==> src/rtl/mem_access_unit.sv <==
// mem_access_unit: MEM-stage load/store engine. Runs one SPARC memory op as
// one or two beats on a 32-bit req/gnt/rvalid bus, steers store lanes
// big-endian, returns load data right-justified and zero-extended to WB.
//
// Handshake: a beat's request (mem_req with addr/we/be/wdata) is held
// constant until the cycle mem_gnt is high; the response is the first
// mem_rvalid seen in a later cycle (an rvalid in the grant cycle is ignored).
// Upstream, MEM_stall=1 means EX must hold its inputs stable.
module mem_access_unit #(
  parameter int TIMEOUT_CYCLES = 255
) (
  input  logic        clk,
  input  logic        reset,
  input  logic        MEM_valid_in,
  input  logic [1:0]  MEM_op_in,
  input  logic [5:0]  MEM_op3_in,
  input  logic [31:0] MEM_addr_in,
  input  logic [63:0] MEM_store_data_in,
  output logic [63:0] MEM_load_data_out,
  output logic        MEM_done,
  output logic        MEM_stall,
  output logic        MEM_align_trap,
  output logic        MEM_bus_err,
  output logic        mem_req,
  output logic        mem_we,
  output logic [31:0] mem_addr,
  output logic [3:0]  mem_be,
  output logic [31:0] mem_wdata,
  input  logic        mem_gnt,
  input  logic        mem_rvalid,
  input  logic [31:0] mem_rdata,
  output logic [1:0]  dbg_state
);

  typedef enum logic [1:0] {IDLE = 2'd0, REQ = 2'd1, WAIT = 2'd2, DONE = 2'd3} state_t;

  localparam logic [1:0] SZ_WORD = 2'b00;
  localparam logic [1:0] SZ_BYTE = 2'b01;
  localparam logic [1:0] SZ_HALF = 2'b10;
  localparam logic [1:0] SZ_DBL  = 2'b11;

  localparam int TW = $clog2(TIMEOUT_CYCLES + 1);
  // Last WAIT count before giving up: DONE then lands TIMEOUT_CYCLES
  // cycles after the grant cycle.
  localparam logic [TW-1:0] TMO_LAST = TW'(TIMEOUT_CYCLES - 2);

  state_t        state_q, state_d;
  logic [2:0]    op3_q, op3_d;
  logic [31:0]   addr_q, addr_d;
  logic [63:0]   data_q, data_d;
  logic          beat_q, beat_d;
  logic [TW-1:0] tmo_q, tmo_d;
  logic [31:0]   hi_q, hi_d;
  logic          trap_q, trap_d;
  logic          err_q, err_d;
  logic [63:0]   load_data_q, load_data_d;

  logic          accept;
  logic          misaligned;
  logic [1:0]    cur_size;
  logic          cur_store;
  logic [1:0]    off;
  logic [3:0]    be_c;
  logic [31:0]   wdata_c;
  logic [31:0]   extract_c;
  logic          op3_hi_unused;

  // Signed/unsigned variants differ only in WB, so the upper op3 bits are not needed here.
  assign op3_hi_unused = ^MEM_op3_in[5:3];

  assign accept    = MEM_valid_in && (MEM_op_in == 2'b11);
  assign cur_size  = op3_q[1:0];
  assign cur_store = op3_q[2];
  assign off       = addr_q[1:0];

  // Alignment check on the incoming op, by access size.
  always_comb begin
    misaligned = 1'b0;
    case (MEM_op3_in[1:0])
      SZ_HALF: misaligned = MEM_addr_in[0];
      SZ_WORD: misaligned = |MEM_addr_in[1:0];
      SZ_DBL:  misaligned = |MEM_addr_in[2:0];
      default: misaligned = 1'b0;
    endcase
  end

  // Byte enables, store lane steering and load extraction for the current beat.
  always_comb begin
    be_c      = 4'b1111;
    wdata_c   = data_q[31:0];
    extract_c = mem_rdata;
    case (cur_size)
      SZ_BYTE: begin
        be_c    = 4'b1000 >> off;
        wdata_c = {4{data_q[7:0]}};
        case (off)
          2'd0:    extract_c = {24'd0, mem_rdata[31:24]};
          2'd1:    extract_c = {24'd0, mem_rdata[23:16]};
          2'd2:    extract_c = {24'd0, mem_rdata[15:8]};
          default: extract_c = {24'd0, mem_rdata[7:0]};
        endcase
      end
      SZ_HALF: begin
        be_c      = off[1] ? 4'b0011 : 4'b1100;
        wdata_c   = {2{data_q[15:0]}};
        extract_c = off[1] ? {16'd0, mem_rdata[15:0]} : {16'd0, mem_rdata[31:16]};
      end
      SZ_DBL: begin
        wdata_c = beat_q ? data_q[31:0] : data_q[63:32];
      end
      default: ;
    endcase
  end

  // Next-state and datapath updates for the IDLE/REQ/WAIT/DONE sequence.
  always_comb begin
    state_d     = state_q;
    op3_d       = op3_q;
    addr_d      = addr_q;
    data_d      = data_q;
    beat_d      = beat_q;
    tmo_d       = tmo_q;
    hi_d        = hi_q;
    trap_d      = trap_q;
    err_d       = err_q;
    load_data_d = load_data_q;
    case (state_q)
      IDLE: begin
        if (accept) begin
          op3_d  = MEM_op3_in[2:0];
          addr_d = MEM_addr_in;
          data_d = MEM_store_data_in;
          beat_d = 1'b0;
          tmo_d  = '0;
          hi_d   = '0;
          err_d  = 1'b0;
          if (misaligned) begin
            trap_d      = 1'b1;
            load_data_d = '0;
            state_d     = DONE;
          end else begin
            trap_d  = 1'b0;
            state_d = REQ;
          end
        end
      end
      REQ: begin
        if (mem_gnt) begin
          tmo_d   = '0;
          state_d = WAIT;
        end
      end
      WAIT: begin
        if (mem_rvalid) begin
          if ((cur_size == SZ_DBL) && !beat_q) begin
            beat_d  = 1'b1;
            addr_d  = addr_q + 32'd4;
            hi_d    = mem_rdata;
            state_d = REQ;
          end else begin
            if (cur_store)              load_data_d = '0;
            else if (cur_size == SZ_DBL) load_data_d = {hi_q, mem_rdata};
            else                         load_data_d = {32'd0, extract_c};
            state_d = DONE;
          end
        end else if (tmo_q == TMO_LAST) begin
          err_d       = 1'b1;
          load_data_d = '0;
          state_d     = DONE;
        end else begin
          tmo_d = tmo_q + 1'b1;
        end
      end
      default: state_d = IDLE;
    endcase
  end

  // State and datapath registers with synchronous reset.
  always_ff @(posedge clk) begin
    if (reset) begin
      state_q     <= IDLE;
      op3_q       <= '0;
      addr_q      <= '0;
      data_q      <= '0;
      beat_q      <= 1'b0;
      tmo_q       <= '0;
      hi_q        <= '0;
      trap_q      <= 1'b0;
      err_q       <= 1'b0;
      load_data_q <= '0;
    end else begin
      state_q     <= state_d;
      op3_q       <= op3_d;
      addr_q      <= addr_d;
      data_q      <= data_d;
      beat_q      <= beat_d;
      tmo_q       <= tmo_d;
      hi_q        <= hi_d;
      trap_q      <= trap_d;
      err_q       <= err_d;
      load_data_q <= load_data_d;
    end
  end

  // Bus outputs are zero outside REQ so nothing stale leaks onto the bus.
  always_comb begin
    mem_req   = (state_q == REQ);
    mem_we    = mem_req && cur_store;
    mem_addr  = mem_req ? {addr_q[31:2], 2'b00} : 32'd0;
    mem_be    = mem_req ? be_c : 4'd0;
    mem_wdata = mem_req ? wdata_c : 32'd0;
  end

  // Pipeline-facing status.
  always_comb begin
    MEM_done          = (state_q == DONE);
    MEM_align_trap    = MEM_done && trap_q;
    MEM_bus_err       = MEM_done && err_q;
    MEM_stall         = (state_q == REQ) || (state_q == WAIT) || ((state_q == IDLE) && accept);
    MEM_load_data_out = load_data_q;
    dbg_state         = state_q;
  end

endmodule

==> config.mk <==
export PLATFORM = sky130hd
export DESIGN_NAME = mem_access_unit
export DESIGN_NICKNAME = d
export VERILOG_FILES = /design/src/rtl/mem_access_unit.sv
export SDC_FILE = /design/constraint.sdc
export NUM_CORES = 1
export LEC_CHECK = 0
export BUFFER_PORTS_ARGS = -buffer_cell sky130_fd_sc_hd__clkbuf_2
export CAP_MARGIN = 20
export CORE_MARGIN = 4
export CORE_UTILIZATION = 30
export DETAILED_ROUTE_END_ITERATION = 6
export SLEW_MARGIN = 20
export SYNTH_ARGS = -nofsm -noshare
export SYNTH_HDL_FRONTEND = slang
export SYNTH_SLANG_ARGS = --single-unit
==> constraint.sdc <==
create_clock -name clk -period 2.6 [get_ports clk]
set_input_delay 0.26 -clock clk [delete_from_list [all_inputs] [get_ports clk]]
set_output_delay 0.26 -clock clk [all_outputs]
set_load 0.005 [all_outputs]
==> run summary, run 1 <==
Via-to-Cell Ratio - 5.15
Max Root-Sink Buffers - 3
Sequential element share of the synthesized area - 41.7%
Post-Syn Area per Cell - 8.26 um^2
Pre-CTS setup slack - 0.161 ns
GRT met2 Usage - 31.3%
Final period util - 97.0%
R2r startpoint - dbg_state[0]
Async SR Flop Fraction - 0%
Post-synth cell types - 71
Row cnt - 66
Final HPWL DP - 24900 um
Worst hold start - mem_rdata[15]
DRC - 0
Congestion Overflow GR - 0
Met1 Usage GRT - 25.4%
Post-Route Setup TNS - 0 ns
Post-synth EDFFs - 0
Status - finished clean
Core box area - 32700 um^2
Ys flop type - dfxtp_1
First-pass GRT wire length - 55800 um
Reg-to-reg slack, setup - 0.22 ns
Setup bufs post-CTS - 0
Final instance area - 13600 um^2
CP max FO - 21
Synth-to-Final Area Change - 36.8%
PwrDens - 722 nW/um^2
Pleak - 0.00569 uW
Fmax - 396 MHz
Hold crit path type - input port to register
Ys Warns - 0
Min-Delay Endpoint - hi_q[15]
Top Usage Layer GRT - met2
Clock Skews - 0.0246 ns
Final hold vios - 0
Post-layout min period - 2.52 ns
Vias in the first global route - 9896
Root Driver - clkbuf_16
Max-Slew Margin vs Limit - 34.1%
Synth top area share - 41.7%
Leading area contributor after synthesis - dfxtp_1
#FFs+latches synth - 208
Die ar. - 36200 um^2
Area of the mapped netlist - 9980 um^2
Initial antenna violation count - 2
Post-Route WL - 36700 um
Drt initial violations - 747
TritonCTS Buffers - 25
Port Buffers - 275
Critical Path RT - 2.34 ns
Worst VDD drop - 0.488 mV
Vias - 10.2k
Min-Delay Path Depth - 3
# IOs - 281
CTS tree - built
Post-DP Area - 11800 um^2
DR pass1 iterations - 5
RSZ-0062 raised after global routing - yes
Largest net degree at the start of global routing - 146
Layout cell share with drive strength beyond 1 - 26.9%
Fin Hold WS - 0.0166 ns
Synth Instances - 1208
Kind of end point of the critical path - primary output
R2r endpoint - MEM_load_data_out[35]
Final WS setup - 0.0777 ns
Setup violations, final - 0
Worst-path clk slew - 0.06 ns
Tightest Pin Transition - 0.981 ns
WS Path Type - register to primary output
Die W - 190 um
Met3 Usage GRT - 3.68%
Initial Utilization - 30.5%
Wire length per cell - 18.5 um
CTS H-tree depth - 1
Total GRT Usage - 18.9%
Top cells by area, synth - dfxtp_1, nand2_1, a21oi_1, a22oi_1, a22o_1
DIE HEIGHT - 190 um
Antenna-violating nets left - 0
Crit path DAT - 2.26 ns
Maxcap violations - 0
Total power draw - 9860 uW
GP Congestion - 0.829
Skew-Pair Late Insertion Delay - 0.54 ns
Crit start category - register
Pins Over Slew Limit - 0
Reg2Reg Depth - 8
Clk sinks - 208
Nets - 1675
## layer usage
metal,share of wire (%),up-vias
met4,2.7,2
met1,44,4817
met5,0.035,-
met3,6.8,65
li1,-,4961
met2,47,369
## synthesized netlist by cell type, types with 18 or more instances
cell type / instances
nand2_1: 228
dfxtp_1: 208
a21oi_1: 116
nor2_1: 81
clkbuf_1: 60
a22oi_1: 59
a22o_1: 50
o21ai_0: 45
and2_1: 38
nand3_1: 25
nor2b_1: 23
buf_2: 19
a221oi_1: 18
## area by class of cell
cell class	count	area [um^2]
antenna	1	2.50
clock buffer	33	716
clock inverter	11	156
fill	3304	19100
inverter	11	41.3
multi-input combinational	890	5490
sequential	208	4170
tap	442	553
timing repair buffer	387	2520
## worst max path at each step
stage | from | cells past startpoint | end
floorplan | dbg_state[0] | 10 | MEM_load_data_out[61]
global placement | op3_q[0] | 6 | MEM_load_data_out[2]
detailed placement | op3_q[0] | 6 | MEM_load_data_out[1]
CTS | op3_q[1] | 7 | mem_wdata[11]
global route | op3_q[0] | 7 | mem_wdata[2]
finish | op3_q[1] | 7 | mem_wdata[2]
## power breakdown
part | leakage [uW] | internal, uW | switching, uW | total (uW)
registers | 0.00168 | 3390 | 230 | 3620
clock network | 0.000422 | 2240 | 1430 | 3670
logic | 0.00358 | 970 | 1600 | 2570
total | 0.00569 | 6600 | 3260 | 9860
## cell families (layout without fill, tap and decap cells)
kind of cell / after synthesis / in the layout / share of synthesized area, %
and+or+nand+nor: 472 / 472 / 22.4
other: 1 / 3 / 0.0376
AOI/OAI and AO/OA: 377 / 377 / 26.4
buffers and inverters: 111 / 442 / 5.14
xor gates and xnor gates: 3 / 3 / 0.263
muxes: 25 / 25 / 2.62
DFF: 208 / 208 / 41.7
adders and majority gates: 11 / 11 / 1.38
## flip-flops by register name, summed over array words and instances (netlist names), 2 cells and up
| name | cells |
|---|---|
| op3_q | 3 |
| tmo_q | 8 |
| dbg_state | 2 |
| addr_q | 32 |
| data_q | 64 |
| MEM_load_data_out | 64 |
| hi_q | 32 |
## critical path, cell delays in order, from the launching register on
cell and delay (ns):
dfxtp_4 0.37, inv_1 0.10, ha_4 0.21, buf_12 0.16, or3_4 0.46, a22oi_2 0.21, nor2b_1 0.09, clkbuf_2 0.12
## cells in the final DEF, fill, tap and decap left out, types with 38 or more instances in the layout
master	instances
clkbuf_2	274
nand2_1	223
dfxtp_1	206
nor2_1	79
a22o_1	49
dlygate4sd3_1	80
o21ai_0	45
a21oi_1	114
and2_1	38
a22oi_1	52
## metrics by stage
step | util [%] | cells
2_1_floorplan | - | 1209
3_3_place_gp | 36.0 | 1856
3_5_place_dp | 36.0 | 1856
4_1_cts | 41.2 | 1979
5_1_grt | 41.7 | 1982
6_report | 41.7 | 1983
## repair_timing
action | CTS | global route
resized for setup | 9 | 29
gates cloned | 0 | 2
pin swaps | 0 | 2
setup endpoints to repair | 32 | 41
hold buffers | 79 | 1
hold endpoints to repair | 80 | 1
(Power assumes the default switching activity.)
==> run 2: changes to the inputs <==
- ABC_AREA: default -> 1
- CAP_MARGIN: 20 -> 15
- CORE_ASPECT_RATIO: default -> 2
==> run summary, run 2 <==
CTS H-tree depth - 1 (unchanged)
Top cells by area, synth - dfxtp_1, nand2_1, a21oi_1, nor2_1, o21ai_0
Max-Slew Margin vs Limit - 52.4% (+18 points)
Worst VDD drop - 0.645 mV (+32%)
Post-synth cell types - 35 (-51%)
Root Driver - clkbuf_16
CTS tree - built
Critical Path RT - 2.34 ns (about the same)
WS Path Type - register to primary output
Port Buffers - 275 (unchanged)
Nets - 2145 (+28%)
Ys Warns - 0 (unchanged)
Vias in the first global route - 12.1k (+23%)
Hold crit path type - input port to register
Largest stage delay, worst path - 0.34 ns (-0.12 ns)
DR pass1 iterations - 6 (+1)
R2r endpoint - MEM_load_data_out[6]
Core box area - 35900 um^2 (+9.9%)
Post-Route Setup TNS - 0 ns (unchanged)
Post-Route WL - 42300 um (+15%)
Most numerous cell in the Yosys netlist - nand2_1
Fillers - 3876 (+17%)
Pleak - 0.00602 uW (+5.8%)
Min-Delay Endpoint - data_q[50]
Status - finished clean
Skew-Pair Late Insertion Delay - 0.53 ns (about the same)
Sequential element share of the synthesized area - 38.0% (-3.7 points)
TritonCTS Buffers - 22 (-12%)
Kind of end point of the critical path - primary output
Most frequent cells after synthesis - nand2_1, nor2_1, a21oi_1, dfxtp_1, o21ai_0
Initial Utilization - 30.5% (about the same)
Post-Syn Area per Cell - 6.39 um^2 (-23%)
Slowest library cell on the worst path - dfxtp_2
Crit path DAT - 2.25 ns (about the same)
Vias - 12.4k (+21%)
DRC - 0 (unchanged)
Total GRT Usage - 20.3% (+1.3 points)
Antenna-violating nets left - 0 (unchanged)
DIE HEIGHT - 278 um (+46%)
Total power draw - 10200 uW (+3.6%)
Crit path cell chain - inv_1 -> ha_2 -> buf_6 -> inv_1 -> a21oi_1 -> buf_4 -> nor2_1 -> nor2_1 -> clkbuf_2
Largest delay share family, worst path - buffers and inverters
Largest net degree at the start of global routing - 66 (-55%)
Wire length per cell - 17.2 um (-7.0%)
Worst-path clk slew - 0.06 ns (about the same)
Final HPWL DP - 31400 um (+26%)
Die W - 143 um (-25%)
Row cnt - 98 (+48%)
Leading cell type in the layout, fill and taps excluded - nand2_1
Async SR Flop Fraction - 0% (unchanged)
Post-layout min period - 2.51 ns (-0.0164 ns)
Maxcap violations - 0 (unchanged)
Leading area contributor after synthesis - dfxtp_1
Pins Over Slew Limit - 0 (unchanged)
Layout cell share with drive strength beyond 1 - 19.6% (-7.4 points)
Fmax - 399 MHz (+0.65%)
Ys flop type - dfxtp_1
Synth top area share - 38.0% (-3.7 points)
Reg2Reg Depth - 10 (+2)
Reg-to-reg slack, setup - 0.26 ns (+0.04 ns)
Via-to-Cell Ratio - 5.04 (-2.2%)
Setup bufs post-CTS - 0 (unchanged)
Post-DP Area - 12700 um^2 (+7.8%)
Drt initial violations - 663 (-11%)
Congestion Overflow GR - 0 (unchanged)
Tightest Pin Transition - 0.714 ns (-0.266 ns)
R2r startpoint - dbg_state[0]
# IOs - 281 (unchanged)
Worst hold start - MEM_store_data_in[50]
Final instance area - 14100 um^2 (+3.2%)
Area of the mapped netlist - 11000 um^2 (+9.8%)
Final period util - 96.4% (-0.63 points)
CP max FO - 12 (-43%)
Die ar. - 39800 um^2 (+9.9%)
#FFs+latches synth - 208 (unchanged)
Post-synth EDFFs - 0 (unchanged)
Final hold vios - 0 (unchanged)
Initial antenna violation count - 2 (unchanged)
Clk sinks - 208 (unchanged)
Fin Hold WS - 0.0224 ns (+0.00579 ns)
Min-Delay Path Depth - 3 (unchanged)
GP Congestion - 0.891 (+7.5%)
Max Root-Sink Buffers - 3 (unchanged)
Crit start category - register
Synth Instances - 1714 (+42%)
PwrDens - 725 nW/um^2 (+0.35%)
Clock Skews - 0.0268 ns (+0.00224 ns)
Commonest non-fill, non-tap cells in the layout - nand2_1, clkbuf_2, nor2_1, dfxtp_1, a21oi_1
Setup violations, final - 0 (unchanged)
Critical path buffers and inverters - 5 (+2)
RSZ-0062 raised after global routing - yes
Core Util, Final - 39.2% (-2.5 points)
Synth-to-Final Area Change - 28.6%
First-pass GRT wire length - 64500 um (+16%)
## run 2: changes by cell type in the layout (fill, tap and decap cells not counted), sizes merged, moves of 19 or more
cell and change:
a21oi +91, inv +99, nor2 +168, nand2 +201, a22oi -59, nor3 +30
nor2b -23, o21a +22, dlygate4sd3 -19, o21ai +93, nand3 +114, a22o -50
and2 -39
## run 2: worst reg2reg max path: cells and delay by family, from the launching register on
family	cells	cell delay, ns
compound gates	1	0.18
fa+ha+maj	1	0.26
buf+inv	2	0.68
flops	1	0.41
simple gates	6	0.73
## run 2: what timing repair did
action                                  CTS  global route
endpoints found under the setup margin   22            94
endpoints found under the hold margin    61             0
resized for setup                         5            17
hold buffers                             61             0
## run 2: kinds of logic (layout without fill, tap and decap cells)
kind of cell | Yosys count | in the layout | synth area share [%]
other cells | 1 | 4 | 0.0342
buf+inv | 229 | 521 | 8.62
simple gates | 870 | 870 | 32.9
flops | 208 | 208 | 38.0
fa+ha+maj | 11 | 11 | 1.26
compound gates | 389 | 389 | 18.7
xor+xnor | 6 | 6 | 0.480
## run 2: report_power, final
| part | leakage [uW] | total, uW | internal [uW] | switching, uW |
|---|---|---|---|---|
| Sequential | 0.00169 | 3840 | 3490 | 344 |
| Combinational | 0.00397 | 3190 | 997 | 2190 |
| Clock | 0.000361 | 3190 | 1820 | 1360 |
## run 2: how the worst max path moves through the flow
stage / depth (start not counted) / start / slack, ns / end
2_1_floorplan: 12 / dbg_state[0] / 0.81 / addr_q[31]
3_5_place_dp: 11 / dbg_state[0] / 0.13 / MEM_load_data_out[6]
3_3_place_gp: 11 / dbg_state[0] / 0.23 / MEM_load_data_out[12]
4_1_cts: 9 / op3_q[1] / 0.0007 / mem_wdata[23]
5_1_grt: 9 / op3_q[1] / -0.07 / mem_wdata[7]
6_report: 9 / op3_q[0] / 0.09 / mem_be[2]
## run 2: cell type report
| cell class | count | area [um^2] | share of cell area, % |
|---|---|---|---|
| multi-input combinational | 1278 | 5920 | 42.0 |
| sequential | 208 | 4170 | 29.6 |
| timing repair buffer | 371 | 2280 | 16.2 |
| clock buffer | 30 | 641 | 4.55 |
| tap | 450 | 563 | 4.00 |
| inverter | 112 | 425 | 3.02 |
| clock inverter | 8 | 80.1 | 0.568 |
| antenna | 2 | 5.00 | 0.0355 |
## run 2: stage by stage
step / instances / setup WS (ns)
detailed placement: 2358 / 0.133
finish: 2459 / 0.0941
global route: 2459 / -0.0746
global placement: 2358 / 0.231
CTS: 2457 / 0.000722
floorplan: 1715 / 0.815
## run 2: metal layers
layer | track usage (%) | up-vias | wire length, um
met5 | 0 | - | 0
li1 | - | 6145 | -
met3 | 3.06 | 119 | 2590
met4 | 11.9 | 0 | 2650
met1 | 21.3 | 5683 | 14800
met2 | 37.2 | 446 | 22300
==> run 3: changes to the inputs <==
- ABC_AREA: 1 -> default
- CORE_MARGIN: 4 -> 5
==> run summary, run 3 (synthesis results as in run 1) <==
Slowest library cell on the worst path - dfxtp_2
Post-Route WL - 38000 um (-10%)
Worst VDD drop - 0.422 mV (-35%)
Vias in the first global route - 10.4k (-14%)
Clk sinks - 208 (unchanged)
Largest stage delay, worst path - 0.38 ns (+0.04 ns)
Largest net degree at the start of global routing - 103 (+56%)
Wl on met1 - 13700 um (-7.6%)
Maxcap violations - 0 (unchanged)
Met3 WL - 2010 um (-22%)
Congestion Overflow GR - 0 (unchanged)
Pins Over Slew Limit - 0 (unchanged)
Synth-to-Final Area Change - 34.4%
Crit start category - register
Clk pwr share - 33.4% (+2.2 points)
Die W - 139 um (-2.9%)
Routed met2 length - 20500 um (-8.2%)
Root Driver - clkbuf_16
Placed Cells incl. Taps - 1850 (-22%)
CP max FO - 15 (+3)
Final period util - 97.9% (+1.5 points)
Core box area - 32900 um^2 (-8.3%)
GP Congestion - 0.822 (-7.7%)
Drt initial violations - 546 (-18%)
Final instance area - 13400 um^2 (-4.8%)
Layout cell share with drive strength beyond 1 - 25.9% (+6.3 points)
Wire length per cell - 19.3 um (+12%)
Final HPWL DP - 28100 um (-10%)
DRC - 0 (unchanged)
Post-DP Area - 11800 um^2 (-7.1%)
Fillers - 3377 (-13%)
Final non-filler cell total - 1971 (-20%)
Sequential share of power - 38.8% (+1.2 points)
Crit path DAT - 2.29 ns (+0.04 ns)
Critical Path RT - 2.34 ns (about the same)
DR pass1 iterations - 5 (-1)
Initial antenna violation count - 4 (+2)
Max layer used - met5
Row cnt - 94 (-4.1%)
Max Root-Sink Buffers - 3 (unchanged)
Setup violations, final - 0 (unchanged)
Largest delay share family, worst path - simple AND/OR/NAND/NOR gates
Final hold vios - 0 (unchanged)
Pre-CTS setup slack - 0.164 ns (+0.0308 ns)
# IOs - 281 (unchanged)
CTS tree - built
Fmax - 393 MHz (-1.5%)
Post-layout min period - 2.55 ns (+0.0391 ns)
First-pass GRT wire length - 58600 um (-9.2%)
CTS H-tree depth - 1 (unchanged)
Final WS setup - 0.0550 ns (-0.0391 ns)
Via-to-Cell Ratio - 5.21 (+3.3%)
Nets - 1675 (-22%)
Worst-path clk slew - 0.06 ns (about the same)
Max-Slew Margin vs Limit - 33.6% (-19 points)
Skew-Pair Late Insertion Delay - 0.54 ns (about the same)
TritonCTS Buffers - 22 (unchanged)
WS Path Type - register to primary output
Pleak - 0.00561 uW (-6.8%)
Cell Int Power - 6040 uW (-4.3%)
Leading cell type in the layout, fill and taps excluded - clkbuf_2
Tightest Pin Transition - 0.988 ns (+0.274 ns)
Vias - 10.3k (-17%)
Critical path buffers and inverters - 2 (-3)
Commonest non-fill, non-tap cells in the layout - clkbuf_2, nand2_1, dfxtp_1, a21oi_1, dlygate4sd3_1
Core Util, Final - 40.7% (+1.5 points)
Antenna-violating nets left - 0 (unchanged)
Comb power frac - 27.7% (-3.5 points)
Hold crit path type - input port to register
Total GRT Usage - 19.6% (-0.64 points)
Sw frac - 34.8% (-3.3 points)
Initial Utilization - 30.3% (-0.20 points)
Kind of end point of the critical path - primary output
Status - finished clean
Die ar. - 37200 um^2 (-6.5%)
DIE HEIGHT - 268 um (-3.7%)
Crit path cell chain - inv_1 -> ha_4 -> or2_4 -> nand2_1 -> a21oi_1 -> o221a_2 -> clkbuf_2
Psw - 3230 uW (-17%)
Port Buffers - 275 (unchanged)
PwrDens - 692 nW/um^2 (-4.6%)
Clock Skews - 0.0181 ns (-0.00873 ns)
RSZ-0062 raised after global routing - yes
==> run 3: timing repair <==
| action | in CTS | in global routing |
|---|---|---|
| hold buffers | 81 | 0 |
| buffers inserted | 0 | 0 |
| endpoints found under the hold margin | 85 | 0 |
| setup endpoints to repair | 32 | 25 |
| gates resized for setup | 6 | 15 |
==> run 3: worst paths after layout <==
path	start	endpoint	slack, ns	depth (start not counted)
worst min register to register	data_q[31]	data_q[31]	0.46	2
worst min-delay path	MEM_store_data_in[48]	data_q[48]	0.01	3
worst max-delay path	op3_q[0]	mem_wdata[23]	0.05	7
worst max register to register	dbg_state[0]	MEM_load_data_out[11]	0.18	7
==> run 3: cell type report <==
type	count	area (um^2)	area share, %
Sequential cell	208	4170	31.1
Timing Repair Buffer	390	2530	18.9
Antenna cell	1	2.50	0.0187
Inverter	11	41.3	0.308
Clock buffer	29	607	4.53
Tap cell	432	541	4.03
Clock inverter	10	98.8	0.737
Multi-Input combinational cell	890	5420	40.4
==> run 3: routing by layer <==
metal,vias to the layer above,GRT usage (%)
met1,4864,20.8
met4,6,9.74
met5,-,0
met2,326,37.2
li1,4971,-
met3,95,3.22
==> run 3: power by group through the flow <==
stage | Combinational (uW) | Sequential (uW) | Clock, uW
floorplan | 1570 | 3600 | 0
finish | 2570 | 3600 | 3100
global route | 2820 | 3630 | 3290
CTS | 2580 | 3600 | 3200
detailed placement | 2470 | 3670 | 0
global placement | 2430 | 3660 | 0
==> run 3: worst reg2reg max path, stage by stage (launching register included) <==
cell and delay, ns:
dfxtp_1 0.40, inv_1 0.08, ha_1 0.28, nand2b_1 0.24
and2_4 0.23, a311oi_4 0.35, nand2_1 0.33, mux2_2 0.37
==> run 3: through the flow <==
| stage | hold WS, ns | TNS, ns | total power (uW) |
|---|---|---|---|
| floorplan | 0.386 | 0 | 5160 |
| global placement | 0.442 | 0 | 6080 |
| detailed placement | 0.446 | 0 | 6130 |
| CTS | 0.00155 | 0 | 9370 |
| global route | 0.0210 | -0.0847 | 9740 |
| finish | 0.0145 | 0 | 9270 |
